**src/rtl/issue_rat_freelist_fifo.sv**
```systemverilog
// Circular free list of PRF indices feeding rename and the free-list checkpoint.
// Optional same-cycle push-to-allocate forwarding when empty: define ISSUE_RAT_FREELIST_BYPASS_EN.
module issue_rat_freelist_fifo #(
  parameter int PRF_WIDTH  = 6,
  parameter int FGR_WIDTH  = 4,
  parameter int ARCH_COUNT = 32
) (
  input  logic                 clk,
  input  logic                 reset,
  input  logic                 i_alloc_valid,
  input  logic [FGR_WIDTH-1:0] i_alloc_fgr,
  output logic                 o_alloc_ready,
  output logic [PRF_WIDTH-1:0] o_alloc_prf,
  output logic                 o_acquired_valid,
  input  logic                 i_acquired_ready,
  output logic [FGR_WIDTH-1:0] o_acquired_fgr,
  output logic [PRF_WIDTH-1:0] o_acquired_prf,
  input  logic                 i_abandoned_valid,
  output logic                 o_abandoned_ready,
  input  logic [PRF_WIDTH-1:0] i_abandoned_prf,
  input  logic                 i_release_valid,
  input  logic [PRF_WIDTH-1:0] i_release_prf,
  output logic                 o_init_done,
  output logic                 o_overflow
);

  localparam int PRF_COUNT = 1 << PRF_WIDTH;
  localparam int CNT_WIDTH = PRF_WIDTH + 1;
  localparam int SPC_WIDTH = PRF_WIDTH + 2;
  localparam logic [PRF_WIDTH-1:0] INIT_LAST = PRF_WIDTH'(PRF_COUNT - ARCH_COUNT - 1);
  localparam logic [PRF_WIDTH-1:0] ARCH_BASE = PRF_WIDTH'(ARCH_COUNT);

  typedef enum logic {
    ST_INIT,
    ST_RUN
  } state_e;

  state_e               state_q, state_d;
  logic [PRF_WIDTH-1:0] head_q, head_d;
  logic [PRF_WIDTH-1:0] tail_q, tail_d;
  logic [PRF_WIDTH-1:0] init_k_q, init_k_d;
  logic [CNT_WIDTH-1:0] count_q, count_d;
  logic                 overflow_q, overflow_d;
  logic [PRF_WIDTH-1:0] mem_q [PRF_COUNT];

  logic                 run;
  logic                 empty;
  logic                 push_ab_req;
  logic                 push_rel_req;
  logic                 fwd_active;
  logic                 acq_valid;
  logic [PRF_WIDTH-1:0] acq_prf;
  logic                 fire;
  logic [SPC_WIDTH-1:0] space;
  logic                 accept_ab;
  logic                 accept_rel;
  logic                 drop;
  logic [CNT_WIDTH-1:0] n_push;

  logic                 wr0_en;
  logic [PRF_WIDTH-1:0] wr0_addr;
  logic [PRF_WIDTH-1:0] wr0_data;
  logic                 wr1_en;
  logic [PRF_WIDTH-1:0] wr1_addr;
  logic [PRF_WIDTH-1:0] wr1_data;

  always_comb begin
    run          = (state_q == ST_RUN);
    empty        = (count_q == '0);
    push_ab_req  = run & i_abandoned_valid;
    push_rel_req = run & i_release_valid;
`ifdef ISSUE_RAT_FREELIST_BYPASS_EN
    fwd_active   = empty & (push_ab_req | push_rel_req);
`else
    fwd_active   = 1'b0;
`endif
    acq_valid    = run & i_alloc_valid & (~empty | fwd_active);
    acq_prf      = fwd_active ? (push_ab_req ? i_abandoned_prf : i_release_prf)
                              : mem_q[head_q];
    fire         = acq_valid & i_acquired_ready;
    // A same-cycle pop frees a slot, so capacity is judged on the net count.
    space        = SPC_WIDTH'(PRF_COUNT) - SPC_WIDTH'(count_q) + SPC_WIDTH'(fire);
    accept_ab    = push_ab_req & (space >= SPC_WIDTH'(1));
    accept_rel   = push_rel_req & (space >= (SPC_WIDTH'(1) + SPC_WIDTH'(accept_ab)));
    drop         = (push_ab_req & ~accept_ab) | (push_rel_req & ~accept_rel);
    n_push       = CNT_WIDTH'(accept_ab) + CNT_WIDTH'(accept_rel);
  end

  always_comb begin
    state_d    = state_q;
    head_d     = head_q;
    tail_d     = tail_q;
    init_k_d   = init_k_q;
    count_d    = count_q;
    overflow_d = overflow_q;
    wr0_en     = 1'b0;
    wr0_addr   = tail_q;
    wr0_data   = i_abandoned_prf;
    wr1_en     = 1'b0;
    wr1_addr   = tail_q;
    wr1_data   = i_release_prf;
    if (state_q == ST_INIT) begin
      wr0_en   = 1'b1;
      wr0_data = ARCH_BASE + init_k_q;
      tail_d   = tail_q + PRF_WIDTH'(1);
      count_d  = count_q + CNT_WIDTH'(1);
      init_k_d = init_k_q + PRF_WIDTH'(1);
      if (init_k_q == INIT_LAST) begin
        state_d = ST_RUN;
      end
    end else begin
      // A forwarded PRF occupies its tail slot logically but is never stored.
      wr0_en     = accept_ab & ~(fire & fwd_active);
      wr1_en     = accept_rel & ~(fire & fwd_active & ~push_ab_req);
      wr1_addr   = tail_q + PRF_WIDTH'(accept_ab);
      head_d     = head_q + PRF_WIDTH'(fire);
      tail_d     = tail_q + PRF_WIDTH'(n_push);
      count_d    = count_q + n_push - CNT_WIDTH'(fire);
      overflow_d = overflow_q | drop;
    end
  end

  always_ff @(posedge clk) begin
    if (reset) begin
      state_q    <= ST_INIT;
      head_q     <= '0;
      tail_q     <= '0;
      init_k_q   <= '0;
      count_q    <= '0;
      overflow_q <= 1'b0;
    end else begin
      state_q    <= state_d;
      head_q     <= head_d;
      tail_q     <= tail_d;
      init_k_q   <= init_k_d;
      count_q    <= count_d;
      overflow_q <= overflow_d;
    end
  end

  always_ff @(posedge clk) begin
    if (!reset) begin
      if (wr0_en) begin
        mem_q[wr0_addr] <= wr0_data;
      end
      if (wr1_en) begin
        mem_q[wr1_addr] <= wr1_data;
      end
    end
  end

  assign o_acquired_valid  = acq_valid;
  assign o_alloc_ready     = fire;
  assign o_alloc_prf       = acq_prf;
  assign o_acquired_prf    = acq_prf;
  assign o_acquired_fgr    = i_alloc_fgr;
  assign o_abandoned_ready = run;
  assign o_init_done       = run;
  assign o_overflow        = overflow_q;

endmodule

```
**config.mk**
```make
export PLATFORM = sky130hd
export DESIGN_NAME = issue_rat_freelist_fifo
export DESIGN_NICKNAME = d
export VERILOG_FILES = /design/src/rtl/issue_rat_freelist_fifo.sv
export SDC_FILE = /design/constraint.sdc
export NUM_CORES = 1
export LEC_CHECK = 0
export BUFFER_PORTS_ARGS = -buffer_cell sky130_fd_sc_hd__clkbuf_2
export CORE_AREA = 2 2 212 214
export CTS_CLUSTER_DIAMETER = 40
export DETAILED_ROUTE_END_ITERATION = 12
export DIE_AREA = 0 0 214 216
export PLACE_DENSITY = 0.75
export SLEW_MARGIN = 10
export SYNTH_ARGS = -nofsm -noshare
export SYNTH_HDL_FRONTEND = slang
export SYNTH_SLANG_ARGS = --single-unit
export TNS_END_PERCENT = 100
```
**constraint.sdc**
```tcl
create_clock -name clk -period 7.8 [get_ports clk]
set_input_delay 1.56 -clock clk [delete_from_list [all_inputs] [get_ports clk]]
set_output_delay 1.56 -clock clk [all_outputs]
set_load 0.01 [all_outputs]
```
-- After elaboration in Yosys (flattened, before gate mapping)
Memory sizes are Yosys's and may differ from the RTL's. A register that Yosys moved wholly into a read port is not among the register bits.
Index checks and enable logic that the tools add are counted.
- bits in registers: 27
- memory bits (writable): 384
- logic and storage cells: 54
- memories: 1
- $add $sub $neg: 13
- magnitude comparators: 2
- eq/ne operators: 1
- muxes and demuxes: 16
- bitwise operators: 14
- reduce and logical (&&, ||, !) cells: 1
- memories (name ; depth ; width ; read ports ; clocked after Yosys merged registers in ; write ports ; line ; RTL):
    mem_q ; 64 ; 6 ; 1 ; 1 ; 2 ; 44 ; logic [PRF_WIDTH-1:0] mem_q [PRF_COUNT];
- operators by type and width (operator ; number):
    two-way mux 6 bit ; 5
    adder 6 x 1 -> 6 bit ; 2
    adder 6 x 1 -> 6 bit, second input constant ; 2
    two-way mux 1 bit ; 10
    bitwise AND 1 bit ; 9
    adder 8 x 1 -> 8 bit ; 1
    greater-or-equal comparator 8 x 1 -> 1 bit, second input constant ; 1
    greater-or-equal comparator 8 x 2 -> 1 bit ; 1
    subtractor 7 x 7 -> 8 bit, first input constant ; 1
    adder 7 x 1 -> 7 bit, second input constant ; 1
    adder 7 x 2 -> 7 bit ; 1
    logical NOT 7 bit ; 1
    two-way mux 7 bit ; 1
    subtractor 7 x 1 -> 7 bit ; 1
    adder 6 x 2 -> 6 bit ; 1
    adder 6 bit, first input constant ; 1
    == test 6 x 5 -> 1 bit, second input constant ; 1
    NOT 1 bit ; 3
    adder 1 x 1 -> 2 bit ; 1
    adder 1 x 1 -> 2 bit, first input constant ; 1
    OR 1 bit ; 2

-- Depth between registers and ports, before layout
- depth in word-level cells: 14
- gate-level depth with buffers: 36
- depth with buffers taken out: 30

-- Worst setup path before layout
OpenSTA, ideal clock, no wires.
- path kind: in2reg
- start point: in i_alloc_valid
- end point: reg count_q[6]
- setup time: 0.062 ns
- data arrival time: 7.009 ns
- data required time: 7.738 ns
- slack: 0.729 ns
- cell stages on the path: 31
- buffers on the path: 6
- path through: and3_1 nand2_1 ha_1 nor4b_2 xnor2_1 o31a_1 buf_4 clkbuf_1 buf_1 nor3_1 or2_2 ha_1 nand2b_1 a21oi_1 o21ai_1 buf_4 buf_6 buf_1 nor2_1 nor2_1 ha_1 inv_1 ha_1 inv_1 ha_1 fa_1 a21oi_1 o21bai_1 a21oi_1 or4_1 nand3_1
- longest elaborated chain between the ends: 13
- RTL lines (element ; line ; RTL):
    start: declaration ; 10 ; input logic i_alloc_valid,
    bitwise AND 1 bit (*) (2 in series) ; 77 ; acq_valid = run & i_alloc_valid & (~empty | fwd_active);
    bitwise AND 1 bit (*) ; 80 ; fire = acq_valid & i_acquired_ready;
    adder 8 x 1 -> 8 bit ; 82 ; space = SPC_WIDTH'(PRF_COUNT) - SPC_WIDTH'(count_q) + SPC_WIDTH'(fire);
    greater-or-equal comparator 8 x 1 -> 1 bit ; 83 ; accept_ab = push_ab_req & (space >= SPC_WIDTH'(1));
    bitwise AND 1 bit ; 83 ;
    adder 1 x 1 -> 2 bit ; 84 ; accept_rel = push_rel_req & (space >= (SPC_WIDTH'(1) + SPC_WIDTH'(accept_ab)));
    greater-or-equal comparator 8 x 2 -> 1 bit ; 84 ;
    bitwise AND 1 bit ; 84 ;
    adder 1 x 1 -> 2 bit ; 86 ; n_push = CNT_WIDTH'(accept_ab) + CNT_WIDTH'(accept_rel);
    adder 7 x 2 -> 7 bit ; 118 ; count_d = count_q + n_push - CNT_WIDTH'(fire);
    subtractor 7 x 1 -> 7 bit (*) ; 118 ;
    two-way mux 7 bit (*) ; 102 ; if (state_q == ST_INIT) begin
    end signal: assignment ; 136 ; count_q <= count_d;
    end: declaration ; 42 ; logic [CNT_WIDTH-1:0] count_q, count_d;
Every way passes the cells marked *; elsewhere a longest branch is shown, timed or not.
A chain may end at the register's enable or synchronous reset.

==> reports/metrics.cfg <==
[setup_path]
slowest_delay_ns = 0.81
critPathKind = in2reg
worstPathArrival_ns = 6.41
reg2reg_from = count_q[2]
required_ns = 8.02
cpMaxStageDelayCell = buf_4
crit_top_cell = ha_1
worst-path-max-fanout = 45
rr_worst_depth = 19
critical_path.startpoint_type = input port
worstSetupEndpointType = flip-flop
reg2reg_slack_ns = 1.61
r2r-end = mem_q[3][4]
cp_cell_sequence = clkbuf_2 -> and3_1 -> nand2_1 -> ha_1 -> inv_1 -> ha_1 -> nor4_1 -> nor2_1 -> nor3_1 -> or2_2 -> ha_1 -> nand2b_1 -> a21oi_1 -> o21ai_4 -> buf_4 -> buf_4 -> o211ai_2 -> o21ai_0

[drt]
drt_wl_total_mm = 64.4
vias = 15000
drc = 0
ant_nets = 0
drtIter0Drc = 1890
wl_per_cell_um = 29.4
first_pass_iters = 6
vias_per_cell = 6.84

[cts]
clock_latency_ns = 0.61
clockBufferDepth = 3
numCtsBuffers = 60
clock-sinks = 417
hold_buffers = 0
post_cts_buffers = 0
cts-resized-gates = 0
h-tree-depth = 2
cts.reportedPaths.clkPinSlew_ns = 0.05
root_buffer = clkbuf_16
cts_tree = built

[finish]
antenna_cells = 0
drive_gt1_frac = 0.269
area_growth_pct = 10.1
layout.nets = 1605

[logic_synthesis]
synthFlopType = edfxtp_1
synth.net_count = 1651
ys_ff_latch = 417
seq_area_frac_synth = 0.509
synth-edff-count = 384
async_flop_share = 0
synth_area_per_cell_um2 = 15.0
syn_inst = 1598
yosysUniqueCellTypes = 73
yosysMostFrequentCell = edfxtp_1
synth.top_cells.by_count = 384 x edfxtp_1, 315 x mux2_1, 102 x clkbuf_1, 94 x mux4_2, 79 x mux2_2
synth_top_area_share = 0.482
yosysTopAreaCell = edfxtp_1
yosys_warnings = 0
syn_area_um2 = 23900
ys_top_cells_by_area = edfxtp_1 48%, mux2_1 15%, mux4_2 8.8%

[timing]
drv_slew = 0
slew_headroom = 0.182
setup_tns_ns = 0
hold_violations = 0
holdWs_ns = 0.523
worstMarginPinSlew_ns = 1.22
setup_viol = 0
fin_skew_ns = 0.0144
finalCriticalPeriod_ns = 6.19
rsz0062_at_grt = false
period_share = 0.794
fmax_mhz = 161

[power_and_ir_drop]
ir_worst_vdd_uv = 171
powerDensity_nw_per_um2 = 209
p_leak_nw = 8.88

[floorplanning]
core_um2 = 43800
rows = 77
dieArea_um2 = 46200
die_w_um = 214
die_h_um = 216
pin_count = 43
initial_core_util = 0.546

[job]
cap_violations = 0

[min_path]
whs_endpoint = o_overflow
hp-class = reg2reg
hp-start = o_overflow
hold_path_depth = 1

[global_route]
grt_antenna_before_repair = 0
grt_pass1_wl_mm = 97.7
grtUsageMet1 = 0.391
grt_pass1_vias = 14900
grt_util_met2 = 0.432
grt_start_max_net_pins = 84
grtUsageMet3 = 0.0555
gr-total-overflow = 0
track_usage = 0.282
busiest_layer = met2

[placed_design]
gp_congestion = 0.919
portBuffers = 34
hpwl_mm = 38.6

[run_status]
outcome = complete, no violations

[flip-flops by register name, summed over array words and instances, names as in the netlist, named ones only]
register	count
o_overflow	1
head_q	6
mem_q	384
o_abandoned_ready	1
tail_q	6
init_k_q	6
count_q	7
[routing by layer]
| layer | up-vias | routed length [um] |
|---|---|---|
| met2 | 938 | 29600 |
| li1 | 6261 | - |
| met3 | 185 | 6460 |
| met5 | - | 0 |
| met4 | 0 | 2840 |
| met1 | 7613 | 25600 |
[placed cells by master (no fill, tap or decap), drive strengths merged, types with 8 or more instances in the layout]
master and n:
a21oi 25, a22oi 11, buf 31, clkbuf 99
clkinv 19, dfxtp 33, edfxtp 384, ha 29
inv 35, mux2 394, mux2i 17, mux4 94
nand2 37, nand2b 12, nand3 14, nand4 9
nor2 48, nor2b 17, nor3 16, o211ai 77
o21ai 66, o22ai 8, or3 9, xnor2 19
xor2 8
[critical path, delay by kind of cell]
family / cells / cell delay, ns
AND/OR/NAND/NOR: 7 / 1.64
buffers and inverters: 4 / 1.74
adder cells (fa/ha/maj): 3 / 0.54
AO/OA/AOI/OAI: 4 / 0.93
[cells by family after synthesis]
family,count (synthesis),share of synthesized area
multiplexers,505,0.281
buffers and inverters,190,0.0356
XOR/XNOR,27,0.00988
AO/OA/AOI/OAI,239,0.104
AND/OR/NAND/NOR,189,0.0442
flip-flops,417,0.509
adder cells (fa/ha/maj),31,0.0168
[where the power goes]
part,internal [W],total (W),switching (W)
sequential,0.00244,0.00246,0.0000122
clock,0.00165,0.00269,0.00105
combinational,0.0000940,0.000349,0.000255
total,0.00418,0.00550,0.00132
[cell type report]
| type | count | area [um^2] |
|---|---|---|
| multi-input combinational | 991 | 11000 |
| sequential | 417 | 12200 |
| timing repair buffer | 59 | 388 |
| fill | 3250 | 17500 |
| clock inverter | 39 | 383 |
| clock buffer | 71 | 1610 |
| inverter | 23 | 86.3 |
| tap | 592 | 741 |
[worst max-delay path by stage]
stage	to	cells after the start	from	slack (ns)
2_1_floorplan	count_q[6]	31	i_alloc_valid	0.73
4_1_cts	mem_q[3][4]	18	i_alloc_valid	1.60
3_5_place_dp	mem_q[3][1]	18	i_alloc_valid	0.99
3_3_place_gp	mem_q[1][1]	18	i_alloc_valid	1.27
5_1_grt	mem_q[3][4]	19	count_q[2]	1.20
6_report	mem_q[3][4]	18	i_alloc_valid	1.61
[per-stage QoR]
stage / area (um^2) / instances / total power, W / setup WS [ns] / util
after global placement: 24400 / 2082 / 0.00284 / 1.27 / 0.556
after global routing: 26400 / 2192 / 0.00562 / 1.20 / 0.602
after detailed placement: 24400 / 2082 / 0.00284 / 0.992 / 0.556
after CTS: 26400 / 2192 / 0.00551 / 1.60 / 0.602
after floorplan: 23900 / 1598 / 0.00275 / 0.729 / -
final: 26400 / 2192 / 0.00550 / 1.61 / 0.602
Note: power is estimated with default switching activity, not from simulation.
